$ cat src/rtl/frame_sequencer.sv
`default_nettype none
// ============================================================================
// Module   : frame_sequencer
// Purpose  : Runs the per-frame game update stages in order on each frame
//            clock rising edge, with sticky overrun/timeout error flags.
// Revision : 1.0
// ============================================================================
module frame_sequencer #(
    parameter int NUM_STAGES    = 4,
    parameter int STAGE_TIMEOUT = 1024
) (
    input  logic                  clk,
    input  logic                  reset,
    input  logic                  frame_clk,
    input  logic                  pause,
    input  logic                  clear_err,
    input  logic [NUM_STAGES-1:0] done,
    output logic [NUM_STAGES-1:0] start,
    output logic                  busy,
    output logic [15:0]           frame_cnt,
    output logic                  overrun,
    output logic                  timeout
);

    localparam int IDX_W = (NUM_STAGES > 1) ? $clog2(NUM_STAGES) : 1;

    localparam logic [1:0] c_st_idle  = 2'd0;
    localparam logic [1:0] c_st_issue = 2'd1;
    localparam logic [1:0] c_st_wait  = 2'd2;

    localparam logic [IDX_W-1:0] c_last_idx  = IDX_W'(NUM_STAGES - 1);
    localparam logic [15:0]      c_wait_last = 16'(STAGE_TIMEOUT - 1);

    logic [1:0]       r_state;
    logic [1:0]       w_state_nxt;
    logic [IDX_W-1:0] r_idx;
    logic [IDX_W-1:0] w_idx_nxt;
    logic [15:0]      r_wait_cnt;
    logic [15:0]      r_frame_cnt;
    logic             r_frame_clk_d;
    logic             r_overrun;
    logic             r_timeout;

    logic w_frame_evt;
    logic w_in_wait;
    logic w_cnt_last;
    logic w_stage_done;
    logic w_expired;
    logic w_frame_done;

    assign w_frame_evt  = frame_clk & ~r_frame_clk_d;
    assign w_in_wait    = (r_state == c_st_wait);
    assign w_cnt_last   = (r_wait_cnt == c_wait_last);
    // A done arriving on the expiry cycle wins over the timeout.
    assign w_stage_done = w_in_wait && (done[r_idx] || w_cnt_last);
    assign w_expired    = w_in_wait && !done[r_idx] && w_cnt_last;
    assign w_frame_done = w_stage_done && (r_idx == c_last_idx);

    always_ff @(posedge clk) begin
        if (!reset) begin
            r_state <= c_st_idle;
        end else begin
            r_state <= w_state_nxt;
        end
    end

    always_comb begin
        w_state_nxt = r_state;
        w_idx_nxt   = r_idx;
        case (r_state)
            c_st_idle: begin
                if (w_frame_evt && !pause) begin
                    w_state_nxt = c_st_issue;
                    w_idx_nxt   = '0;
                end
            end
            c_st_issue: begin
                w_state_nxt = c_st_wait;
            end
            c_st_wait: begin
                if (w_stage_done) begin
                    if (r_idx == c_last_idx) begin
                        w_state_nxt = c_st_idle;
                        w_idx_nxt   = '0;
                    end else begin
                        w_state_nxt = c_st_issue;
                        w_idx_nxt   = r_idx + 1'b1;
                    end
                end
            end
            default: begin
                w_state_nxt = c_st_idle;
                w_idx_nxt   = '0;
            end
        endcase
    end

    // Outputs decode registered state only, so nothing reaches them from inputs.
    always_comb begin
        start = '0;
        busy  = (r_state != c_st_idle);
        if (r_state == c_st_issue) begin
            start[r_idx] = 1'b1;
        end
    end

    always_ff @(posedge clk) begin
        if (!reset) begin
            r_idx         <= '0;
            r_wait_cnt    <= '0;
            r_frame_cnt   <= '0;
            r_frame_clk_d <= 1'b1;
            r_overrun     <= 1'b0;
            r_timeout     <= 1'b0;
        end else begin
            r_idx         <= w_idx_nxt;
            r_frame_clk_d <= frame_clk;

            if (r_state == c_st_issue) begin
                r_wait_cnt <= '0;
            end else if (w_in_wait) begin
                r_wait_cnt <= r_wait_cnt + 16'd1;
            end

            if (w_frame_done) begin
                r_frame_cnt <= r_frame_cnt + 16'd1;
            end

            if (w_frame_evt && (r_state != c_st_idle)) begin
                r_overrun <= 1'b1;
            end else if (clear_err) begin
                r_overrun <= 1'b0;
            end

            if (w_expired) begin
                r_timeout <= 1'b1;
            end else if (clear_err) begin
                r_timeout <= 1'b0;
            end
        end
    end

    assign frame_cnt = r_frame_cnt;
    assign overrun   = r_overrun;
    assign timeout   = r_timeout;

endmodule
`default_nettype wire

$ cat config.mk
export PLATFORM = sky130hd
export DESIGN_NAME = frame_sequencer
export DESIGN_NICKNAME = d
export VERILOG_FILES = /design/src/rtl/frame_sequencer.sv
export SDC_FILE = /design/constraint.sdc
export NUM_CORES = 1
export LEC_CHECK = 0
export CORE_ASPECT_RATIO = 1.2
export CORE_MARGIN = 3
export CORE_UTILIZATION = 40
export CTS_BUF_LIST = sky130_fd_sc_hd__clkbuf_8
export DETAILED_ROUTE_END_ITERATION = 7
export GPL_ROUTABILITY_DRIVEN = 0
export GPL_TIMING_DRIVEN = 0
export PLACE_DENSITY_LB_ADDON = 0.1
export SYNTH_ARGS = -nofsm -noshare
export SYNTH_HDL_FRONTEND = slang
export SYNTH_SLANG_ARGS = --single-unit
$ cat constraint.sdc
create_clock -name clk -period 2 [get_ports clk]
set_input_delay 0.3 -clock clk [delete_from_list [all_inputs] [get_ports clk]]
set_output_delay 0.3 -clock clk [all_outputs]
set_load 0.005 [all_outputs]
==> results by group, run 1 <==
Setup path
  – Critical Path Start Type: register
  – CP Data Required Time: 1700 ps
  – CP Capture Type: output pin
  – CP endpoint: start[3]
  – Critical path depth: 4
  – Launch point of the worst reg-to-reg path: r_wait_cnt[0]
  – Cells on worst reg2reg path: 6
  – CP startpoint: r_idx[0]
  – CP max FO: 6
  – Cell Chain, Critical Path: buf_4 -> ha_2 -> and2_1 -> clkdlybuf4s50_1
  – Slowest cell on the critical path: clkdlybuf4s50_1
  – Crit path DAT: 1610 ps
  – Max incr delay on CP: 490 ps
  – Buffers & Inverters on Critical Path: 2
  – R2R Path End: frame_cnt[11]
  – CP delay by family, top: buffers and inverters
  – R2r setup slk: 110 ps
  – WS Path Type: register to output pin

Drt
  – Drt total wl: 5.166 mm
  – Drt via density: 5.586
  – DRT antenna net count: 0
  – Vias post-DR: 1916
  – DR WL/cell: 15.06 um
  – TritonRoute pass-1 iters: 5
  – DRC errors left: 0
  – DRT iter0 DRCs: 79

Global route
  – Antenna violations before repair: 0
  – Global-route wire length before repair: 8.783 mm
  – Total global-route track usage: 18.04%
  – Vias in the first global route: 1852
  – GRT overflow: 0
  – Largest net degree at the start of global routing: 11

Synthesis
  – Synth Area per Inst: 8.566 um2
  – Mux contribution to synthesized area: 3.515%
  – Post-synth top flop: dfxtp_1
  – EDFF count, synth: 0
  – Fraction of registers with async set/reset: 0%
  – Seq cells post-synth: 39
  – Sequential fraction of the synthesis area: 37.82%
  – Synthesized netlist cell count: 241
  – Main combinational cell family by area after synthesis: simple AND/OR/NAND/NOR gates
  – Synth Area in XOR/XNOR: 4.667%
  – Synth unique cells: 45
  – Synth Cell Area: 2064 um2
  – Adder and majority gate portion of the synthesized area: 3.636%
  – Net count after synthesis: 256
  – Simple-Gate Fraction of Synth Area: 31.03%
  – Synth warn: 0
  – Compound-Gate Fraction of Synth Area: 14.91%

STA
  – Hold Fails Final Rpt: 0
  – Final min period: 1913 ps
  – Count of final setup violators: 0
  – Slew HR: 57.78%
  – TNS Setup: 0 ps
  – Max-slew violation count: 0
  – Layout Skew: 4.117 ps
  – Fin crit share: 95.65%
  – Least-Margin Pin Slew: 629.1 ps
  – Fmax: 0.5228 GHz

Floorplan
  – Core Area: 4975 um2
  – Initial Util: 41.50%
  – Ports: 32
  – Die span in y: 84.70 um
  – Full die area: 6063 um2
  – Die width: 71.58 um
  – Row Count: 28

Status
  – Outcome: complete, no violations

Final layout
  – ANT cells: 0
  – Layout cells sized above 1: 12.37%
  – Most frequent cells in the layout: dfxtp_1, clkdlybuf4s50_1, a21oi_1
  – Commonest non-fill, non-tap cell in the layout: dfxtp_1
  – Final Net Count: 299
  – Area Overhead vs Synth: 28.30%

Clock tree
  – CTS H-Tree Depth: 2
  – Root Driver: clkbuf_8
  – Total CTS buffers: 5
  – Maximum buffer depth of the clock tree: 2
  – Cts hold-fix bufs: 0
  – CTS clk-pin slew, worst paths: 70 ps
  – Clk sink count: 39
  – Clock Latency Late Sink: 290 ps
  – CTS tree: done

Power
  – Clock share of power: 36.0%
  – Switch share: 23.30%
  – NetSw: 0.3188 mW
  – Internal power: 1.050 mW
  – P_leak: 0.8647 nW
  – Pwr Total: 1.368 mW
  – VDD IR max: 0.2360 mV
  – Pwr Density: 516.6 nW/um2
  – Combinational share of power: 7.0%
  – Reg power frac: 57.1%

Place
  – PortBufs: 31
  – DPL Wire Length: 3.646 mm

Min path
  – Worst min-delay path category: register to register

Job
  – # Max-Cap Violations: 0
[sequential cells by signal (all words and copies together), names as in the netlist]
register       flops
overrun            1
frame_cnt         16
r_idx              2
r_state            2
r_wait_cnt        16
timeout            1
r_frame_clk_d      1
[per-stage QoR]
| step | instance area [um2] | worst slack [ps] | utilization (%) | instances | hold WS [ps] |
|---|---|---|---|---|---|
| CTS | 2566 | -3.636 | 51.58 | 338 | 487.6 |
| global route | 2649 | -1.623 | 53.24 | 343 | 507.8 |
| floorplan | 2064 | 144.0 | - | 241 | 373.0 |
| finish | 2649 | 87.05 | 53.24 | 343 | 479.5 |
| global placement | 2450 | -215.3 | 49.25 | 332 | 460.4 |
| detailed placement | 2450 | -203.3 | 49.25 | 332 | 481.2 |
[synth_stat cells, types with 2 or more instances]
cell      count  area (um2)
dfxtp_1      39       780.8
a21oi_1      19       95.09
nand2_1      19       71.32
nor2_1       16       60.06
nand3_1      13       65.06
inv_1        11       41.29
nand4_1       9       56.30
o31ai_1       9       67.56
and2_1        8       50.05
or4_1         8       60.06
nor4_1        7       43.79
xnor2_1       7       61.31
ha_1          6       75.07
and3_1        5       31.28
mux2i_1       5       50.05
nand2b_1      5       31.28
o21ai_0       5       25.02
or3_1         5       31.28
and4_1        4       35.03
clkbuf_1      4       15.01
xor2_1        4       35.03
buf_2         3       15.01
nor3_1        3       15.01
nor3b_1       3       22.52
a31o_2        2       17.52
buf_4         2       15.01
o21a_1        2       15.01
[logic make-up after synthesis]
group | count (synthesis)
XOR/XNOR | 11
flip-flops | 39
AND/OR/NAND/NOR | 111
adder cells (fa/ha/maj) | 6
AO/OA/AOI/OAI | 47
buffers and inverters | 21
multiplexers | 6
[final cells by class]
class                           count  area, um2
Fill cell                         484       2326
Multi-Input combinational cell    181       1237
Sequential cell                    39      789.5
Timing Repair Buffer               36      362.8
Tap cell                           60      75.07
Buffer                             10      70.07
Clock buffer                        5      68.82
Inverter                           11      41.29
Clock inverter                      1      3.754
[how the worst min path moves through the flow]
stage	startpoint	to	cells past startpoint
finish	frame_cnt[15]	frame_cnt[15]	2
global route	frame_cnt[15]	frame_cnt[15]	2
CTS	frame_cnt[15]	frame_cnt[15]	2
detailed placement	frame_cnt[15]	frame_cnt[15]	2
global placement	frame_cnt[15]	frame_cnt[15]	2
floorplan	reset	r_frame_clk_d	1
[tightest hold or removal path, stage by stage, from the launching register on]
cell	delay, ps
dfxtp_1	320
nand2_1	60
mux2i_1	50
[power by group through the flow]
stage	clock network, mW	logic (mW)	registers, mW
floorplan	0	0.0407	0.799
CTS	0.505	0.0855	0.781
detailed placement	0	0.0810	0.799
finish	0.492	0.0955	0.781
global placement	0	0.0809	0.799
global route	0.546	0.104	0.781
[metal layers]
layer	GRT usage, %	part of all wire (%)
met1	23.42	46
met2	29.26	50
met3	4.192	2.4
met4	5.983	1.2
met5	0	0
[what timing repair did]
action | in CTS | in global routing
buffers inserted | 0 | 3
resized for setup | 10 | 13
endpoints found under the setup margin | 17 | 19
cloned | 0 | 2
hold endpoints to repair | 0 | 0
pin swaps | 0 | 1
Note: power is estimated with default switching activity, not from simulation.
==> inputs of run 2 (changes only) <==
- CORE_ASPECT_RATIO: 1.2 -> 1.1
- clock period: 2 -> 2.44 ns (I/O delays scaled with it)
==> run 2 against run 1 <==
Register-to-register slack improved by 140 ps. Worst setup slack improved by 170 ps. Clock power increased by 11%. Core utilization decreased by 0.13 points. Die area about the same. Wire length decreased by 3.6%. Global-route usage increased by 0.078 points. Cell area decreased by 3.4%.
==> results by group, run 2 (synthesized netlist as in run 1, its figures left out) <==
Final layout
  – Most frequent cells in the layout: dfxtp_1, clkdlybuf4s50_1, nand2_1, a21oi_1, nor2_1
  – Layout cells sized above 1: 7.500% (-4.9 points)
  – Filler cell count in the final layout: 459 (-5.2%)
  – ANT cells: 0 (unchanged)
  – Final Net Count: 294 (-1.7%)
  – Final cell utilization of the core: 53.12% (-0.13 points)
  – Commonest non-fill, non-tap cell in the layout: dfxtp_1
  – Area Overhead vs Synth: 23.88%

Global route
  – Global-route wire length before repair: 8.597 mm (-2.1%)
  – Total global-route track usage: 18.12% (+0.078 points)
  – Largest net degree at the start of global routing: 14 (+3)
  – GRT overflow: 0 (unchanged)
  – Vias in the first global route: 1817 (-1.9%)
  – Antenna violations before repair: 0 (unchanged)

STA
  – Slew HR: 39.05% (-19 points)
  – Fin crit share: 89.63%
  – Minimum hold slack: 478.8 ps (-0.6690 ps)
  – TNS Setup: 0 ps (unchanged)
  – Least-Margin Pin Slew: 906.0 ps (+276.9 ps)
  – Fmax: 0.4573 GHz
  – Max-slew violation count: 0 (unchanged)
  – Hold Fails Final Rpt: 0 (unchanged)
  – Count of final setup violators: 0 (unchanged)
  – RSZ-0062 raised after global routing: false
  – Final worst slack: 253.1 ps (+166.0 ps)
  – Final min period: 2187 ps
  – Layout Skew: 6.324 ps (+2.207 ps)

Setup path
  – Cell Chain, Critical Path: ha_1 -> and4_1 -> a41oi_2 -> buf_2 -> nor4_1 -> mux2i_1
  – Buffers & Inverters on Critical Path: 1 (-1)
  – Critical Path Start Type: register
  – Slowest cell on the critical path: nor4_1
  – CP max FO: 10 (+4)
  – Max incr delay on CP: 470 ps (-20 ps)
  – WS Path Type: register to register
  – CP delay by family, top: simple AND/OR/NAND/NOR gates
  – Crit path DAT: 2410 ps (+800 ps)
  – CP Data Required Time: 2660 ps (+960 ps)
  – CP Capture Type: register

Clock tree
  – Clk sink count: 39 (unchanged)
  – Cts hold-fix bufs: 0 (unchanged)
  – Post CTS Setup Buffer Count: 0 (unchanged)
  – Clock Latency Late Sink: 300 ps (about the same)
  – Total CTS buffers: 5 (unchanged)
  – CTS clk-pin slew, worst paths: 80 ps (about the same)
  – CTS tree: done
  – Post_cts resized: 0 (-10)
  – Maximum buffer depth of the clock tree: 2 (unchanged)
  – Root Driver: clkbuf_8
  – CTS H-Tree Depth: 2 (unchanged)

Power
  – VDD IR max: 0.2395 mV (+1.5%)
  – P_leak: 0.8450 nW (-2.3%)
  – Pwr Density: 489.7 nW/um2 (-5.2%)
  – Pwr Total: 1.253 mW (-8.5%)

Floorplan
  – Full die area: 6061 um2 (about the same)
  – Die span in y: 81.35 um (-4.0%)
  – Initial Util: 42.88% (+1.4 points)
  – Die width: 74.50 um (+4.1%)
  – Ports: 32 (unchanged)
  – Row Count: 26 (-7.1%)
  – Core Area: 4815 um2 (-3.2%)

Place
  – Pre-CTS setup slack: 153.2 ps (+356.5 ps)
  – PortBufs: 31 (unchanged)
  – DPL Wire Length: 3.578 mm (-1.9%)

Min path
  – Worst min-delay path category: register to register

Drt
  – Drt total wl: 4.982 mm (-3.6%)
  – DRT antenna net count: 0 (unchanged)
  – Vias post-DR: 1886 (-1.6%)
  – DRT iter0 DRCs: 63 (-20%)
  – TritonRoute pass-1 iters: 4 (-1)
  – DRC errors left: 0 (unchanged)
  – Drt via density: 5.613 (+0.48%)
  – DR WL/cell: 14.83 um (-1.6%)

Status
  – Outcome: complete, no violations

Job
  – # Max-Cap Violations: 0 (unchanged)
run 2: cell type report:
| class | instances | area (um2) | share of cell area, % |
|---|---|---|---|
| well taps | 56 | 70.07 | 2.740 |
| clock buffers | 5 | 68.82 | 2.691 |
| inverters | 11 | 41.29 | 1.614 |
| repair buffers | 31 | 310.3 | 12.13 |
| flip-flops and latches | 39 | 780.7 | 30.53 |
| plain buffers | 10 | 50.05 | 1.957 |
| multi-input cells | 181 | 1192 | 46.62 |
| clock inverters | 3 | 43.79 | 1.712 |
run 2: layer usage:
metal	vias up	track usage, %	routed length (um)
li1	966	-	-
met1	890	22.60	2328
met2	24	30.93	2457
met3	6	4.332	136
met4	0	4.804	59
met5	-	0	0
run 2: worst reg2reg max path: cells and delay by family (launching register included):
kind            cells  cell delay, ps
compound gates      1             180
flops               1             400
mux                 1             240
buf+inv             1             240
simple gates        2             750
fa+ha+maj           1             310
run 2: worst paths after layout:
| kind | start | end | slack [ps] | cells after the start |
|---|---|---|---|---|
| worst max-delay path | r_wait_cnt[0] | frame_cnt[15] | 250 | 6 |
| worst min-delay path | frame_cnt[15] | frame_cnt[15] | 480 | 2 |
| worst max register to register | r_wait_cnt[0] | frame_cnt[15] | 250 | 6 |
| worst min register to register | frame_cnt[15] | frame_cnt[15] | 480 | 2 |
run 2: stage by stage:
stage / instance area (um2) / cells
after floorplan: 2064 / 241
after global placement: 2445 / 328
after detailed placement: 2445 / 328
after CTS: 2557 / 336
after global routing: 2557 / 336
final: 2557 / 336
run 2: power by group:
part	switching, mW	internal (mW)	leakage [nW]	total (mW)
sequential	0.00194	0.638	0.314	0.640
combinational	0.0373	0.0274	0.473	0.0647
clock	0.243	0.305	0.0581	0.548
total	0.282	0.970	0.845	1.25
==> inputs of run 3 (changes only) <==
- RECOVER_POWER: unset -> 25
- REMOVE_ABC_BUFFERS: unset -> 1
==> run 3 against run 2 <==
Clock power shrank 25%. Via count grew 0.90%. Register-to-register slack lost 60 ps. Fmax shrank 2.8%. Non-clock buffer count shrank 10. Largest cell class unchanged. Highest routed layer unchanged.
==> results by group, run 3 (synthesized netlist as in run 1, its figures left out) <==
Setup path
  – Crit path DAT: 2470 ps (+60 ps)
  – Slowest cell on the critical path: or4_1
  – R2r setup slk: 190 ps (-60 ps)
  – CP Data Required Time: 2660 ps (about the same)
  – CP Capture Type: register
  – CP delay by family, top: simple AND/OR/NAND/NOR gates
  – CP max FO: 16 (+6)
  – Critical Path Start Type: register
  – Max incr delay on CP: 590 ps (+120 ps)
  – Cell Chain, Critical Path: ha_1 -> and4_1 -> a41oi_4 -> or4_1 -> a21oi_1
  – WS Path Type: register to register
  – Buffers & Inverters on Critical Path: 0 (-1)

Floorplan
  – Full die area: 6061 um2 (unchanged)
  – Die width: 74.50 um (unchanged)
  – Die span in y: 81.35 um (unchanged)
  – Initial Util: 42.88% (unchanged)
  – Ports: 32 (unchanged)
  – Core Area: 4815 um2 (unchanged)
  – Row Count: 26 (unchanged)

Final layout
  – Layout cells sized above 1: 5.204% (-2.3 points)
  – Commonest non-fill, non-tap cell in the layout: dfxtp_1
  – Finished Layout Cells: 325 (-3.3%)
  – ANT cells: 0 (unchanged)
  – Filler cell count in the final layout: 465 (+1.3%)
  – Final Net Count: 285 (-3.1%)
  – Most frequent cells in the layout: dfxtp_1, nand2_1, a21oi_1
  – Area Overhead vs Synth: 20.97%

STA
  – Final min period: 2250 ps (+63.54 ps)
  – Fmax: 0.4444 GHz (-2.8%)
  – Fin crit share: 92.23% (+2.6 points)
  – RSZ-0062 raised after global routing: false
  – Hold Fails Final Rpt: 0 (unchanged)
  – Count of final setup violators: 0 (unchanged)
  – Layout Skew: 7.065 ps (+0.7410 ps)
  – Max-slew violation count: 0 (unchanged)
  – Least-Margin Pin Slew: 1164 ps (+257.6 ps)
  – Final worst slack: 189.5 ps (-63.54 ps)
  – Slew HR: 21.91% (-17 points)

Drt
  – Drt via density: 5.855 (+4.3%)
  – DRC errors left: 0 (unchanged)
  – Vias post-DR: 1903 (+0.90%)
  – DRT iter0 DRCs: 79 (+25%)
  – Drt total wl: 5.220 mm (+4.8%)
  – DRT antenna net count: 0 (unchanged)
  – DR WL/cell: 16.06 um (+8.3%)
  – TritonRoute pass-1 iters: 4 (unchanged)

Job
  – # Max-Cap Violations: 0 (unchanged)

Clock tree
  – Clock Latency Late Sink: 290 ps (about the same)
  – CTS tree: done
  – CTS H-Tree Depth: 2 (unchanged)
  – CTS clk-pin slew, worst paths: 70 ps (about the same)
  – Clk sink count: 39 (unchanged)
  – Root Driver: clkbuf_8
  – Maximum buffer depth of the clock tree: 2 (unchanged)
  – Post CTS Setup Buffer Count: 0 (unchanged)
  – Total CTS buffers: 5 (unchanged)
  – Cts hold-fix bufs: 0 (unchanged)

Place
  – DPL Wire Length: 3.428 mm (-4.2%)
  – PortBufs: 31 (unchanged)
  – Pre-CTS setup slack: -416.9 ps (-570.1 ps)
  – Placed cell count: 318 (-3.0%)

Min path
  – Worst min-delay path category: register to register

Global route
  – Largest net degree at the start of global routing: 32 (+18)
  – Total global-route track usage: 17.41% (-0.71 points)
  – Global-route wire length before repair: 8.224 mm (-4.3%)
  – GRT overflow: 0 (unchanged)
  – Antenna violations before repair: 0 (unchanged)
  – Vias in the first global route: 1767 (-2.8%)

Power
  – VDD IR max: 0.2206 mV (-7.9%)
  – Pwr Density: 444.6 nW/um2 (-9.2%)
  – P_leak: 0.8473 nW (+0.27%)

Status
  – Outcome: complete, no violations
run 3: changes by cell type in the layout (fill, tap and decap cells not counted), moves of 2 or more:
cell / change
clkbuf_1: -4
buf_2: -3
clkdlybuf4s50_1: -15
buf_4: -2
dlygate4sd3_1: +15
run 3: repair_timing:
action	4_1_cts	5_1_grt
gates resized for setup	1	1
gates cloned	0	1
endpoints found under the setup margin	16	5
pin swaps	0	1
run 3: routing by layer:
metal / up-vias / routed length (um) / global-route usage [%]
met2: 30 / 2562 / 29.09
met4: 0 / 75 / 5.872
met1: 918 / 2408 / 21.71
li1: 949 / - / -
met3: 6 / 173 / 4.208
met5: - / 0 / 0
run 3: worst reg2reg max path: stages (launching register included):
cell and delay (ps):
dfxtp_1 400, ha_1 310, and4_1 390, a41oi_4 320, or4_1 590, a21oi_1 170
run 3: stage by stage:
stage / cell area [um2] / hold WS, ps / utilization, % / power, mW / setup TNS [ps]
finish: 2497 / 471.5 / 51.87 / 1.110 / 0
global route: 2497 / 521.9 / 51.87 / 1.161 / 0
CTS: 2479 / 479.7 / 51.48 / 1.123 / 0
detailed placement: 2395 / 471.8 / 49.74 / 0.7126 / -5239
global placement: 2395 / 467.1 / 49.74 / 0.7116 / -4077
floorplan: 2014 / 439.0 / - / 0.6813 / 0
run 3: power by group:
part           leakage, nW  internal [mW]  switching (mW)
combinational        0.492         0.0242          0.0360
sequential           0.314          0.638         0.00288
clock               0.0413          0.187           0.222
total                0.847          0.849           0.261
run 3: cell type report:
class | count | area, um2 | share of cell area [%]
timing repair buffer | 31 | 310.3 | 12.42
clock inverter | 1 | 3.754 | 0.1503
tap | 56 | 70.07 | 2.806
clock buffer | 5 | 68.82 | 2.756
sequential | 39 | 780.7 | 31.26
inverter | 11 | 41.29 | 1.653
multi-input combinational | 182 | 1222 | 48.95
run 3: path summary, 6_finish.rpt:
path                       from       endpoint  cells past startpoint
hold / removal    frame_cnt[15]  frame_cnt[15]                      2
setup reg to reg  r_wait_cnt[0]  frame_cnt[11]                      5
hold reg to reg   frame_cnt[15]  frame_cnt[15]                      2
setup / recovery  r_wait_cnt[0]  frame_cnt[11]                      5
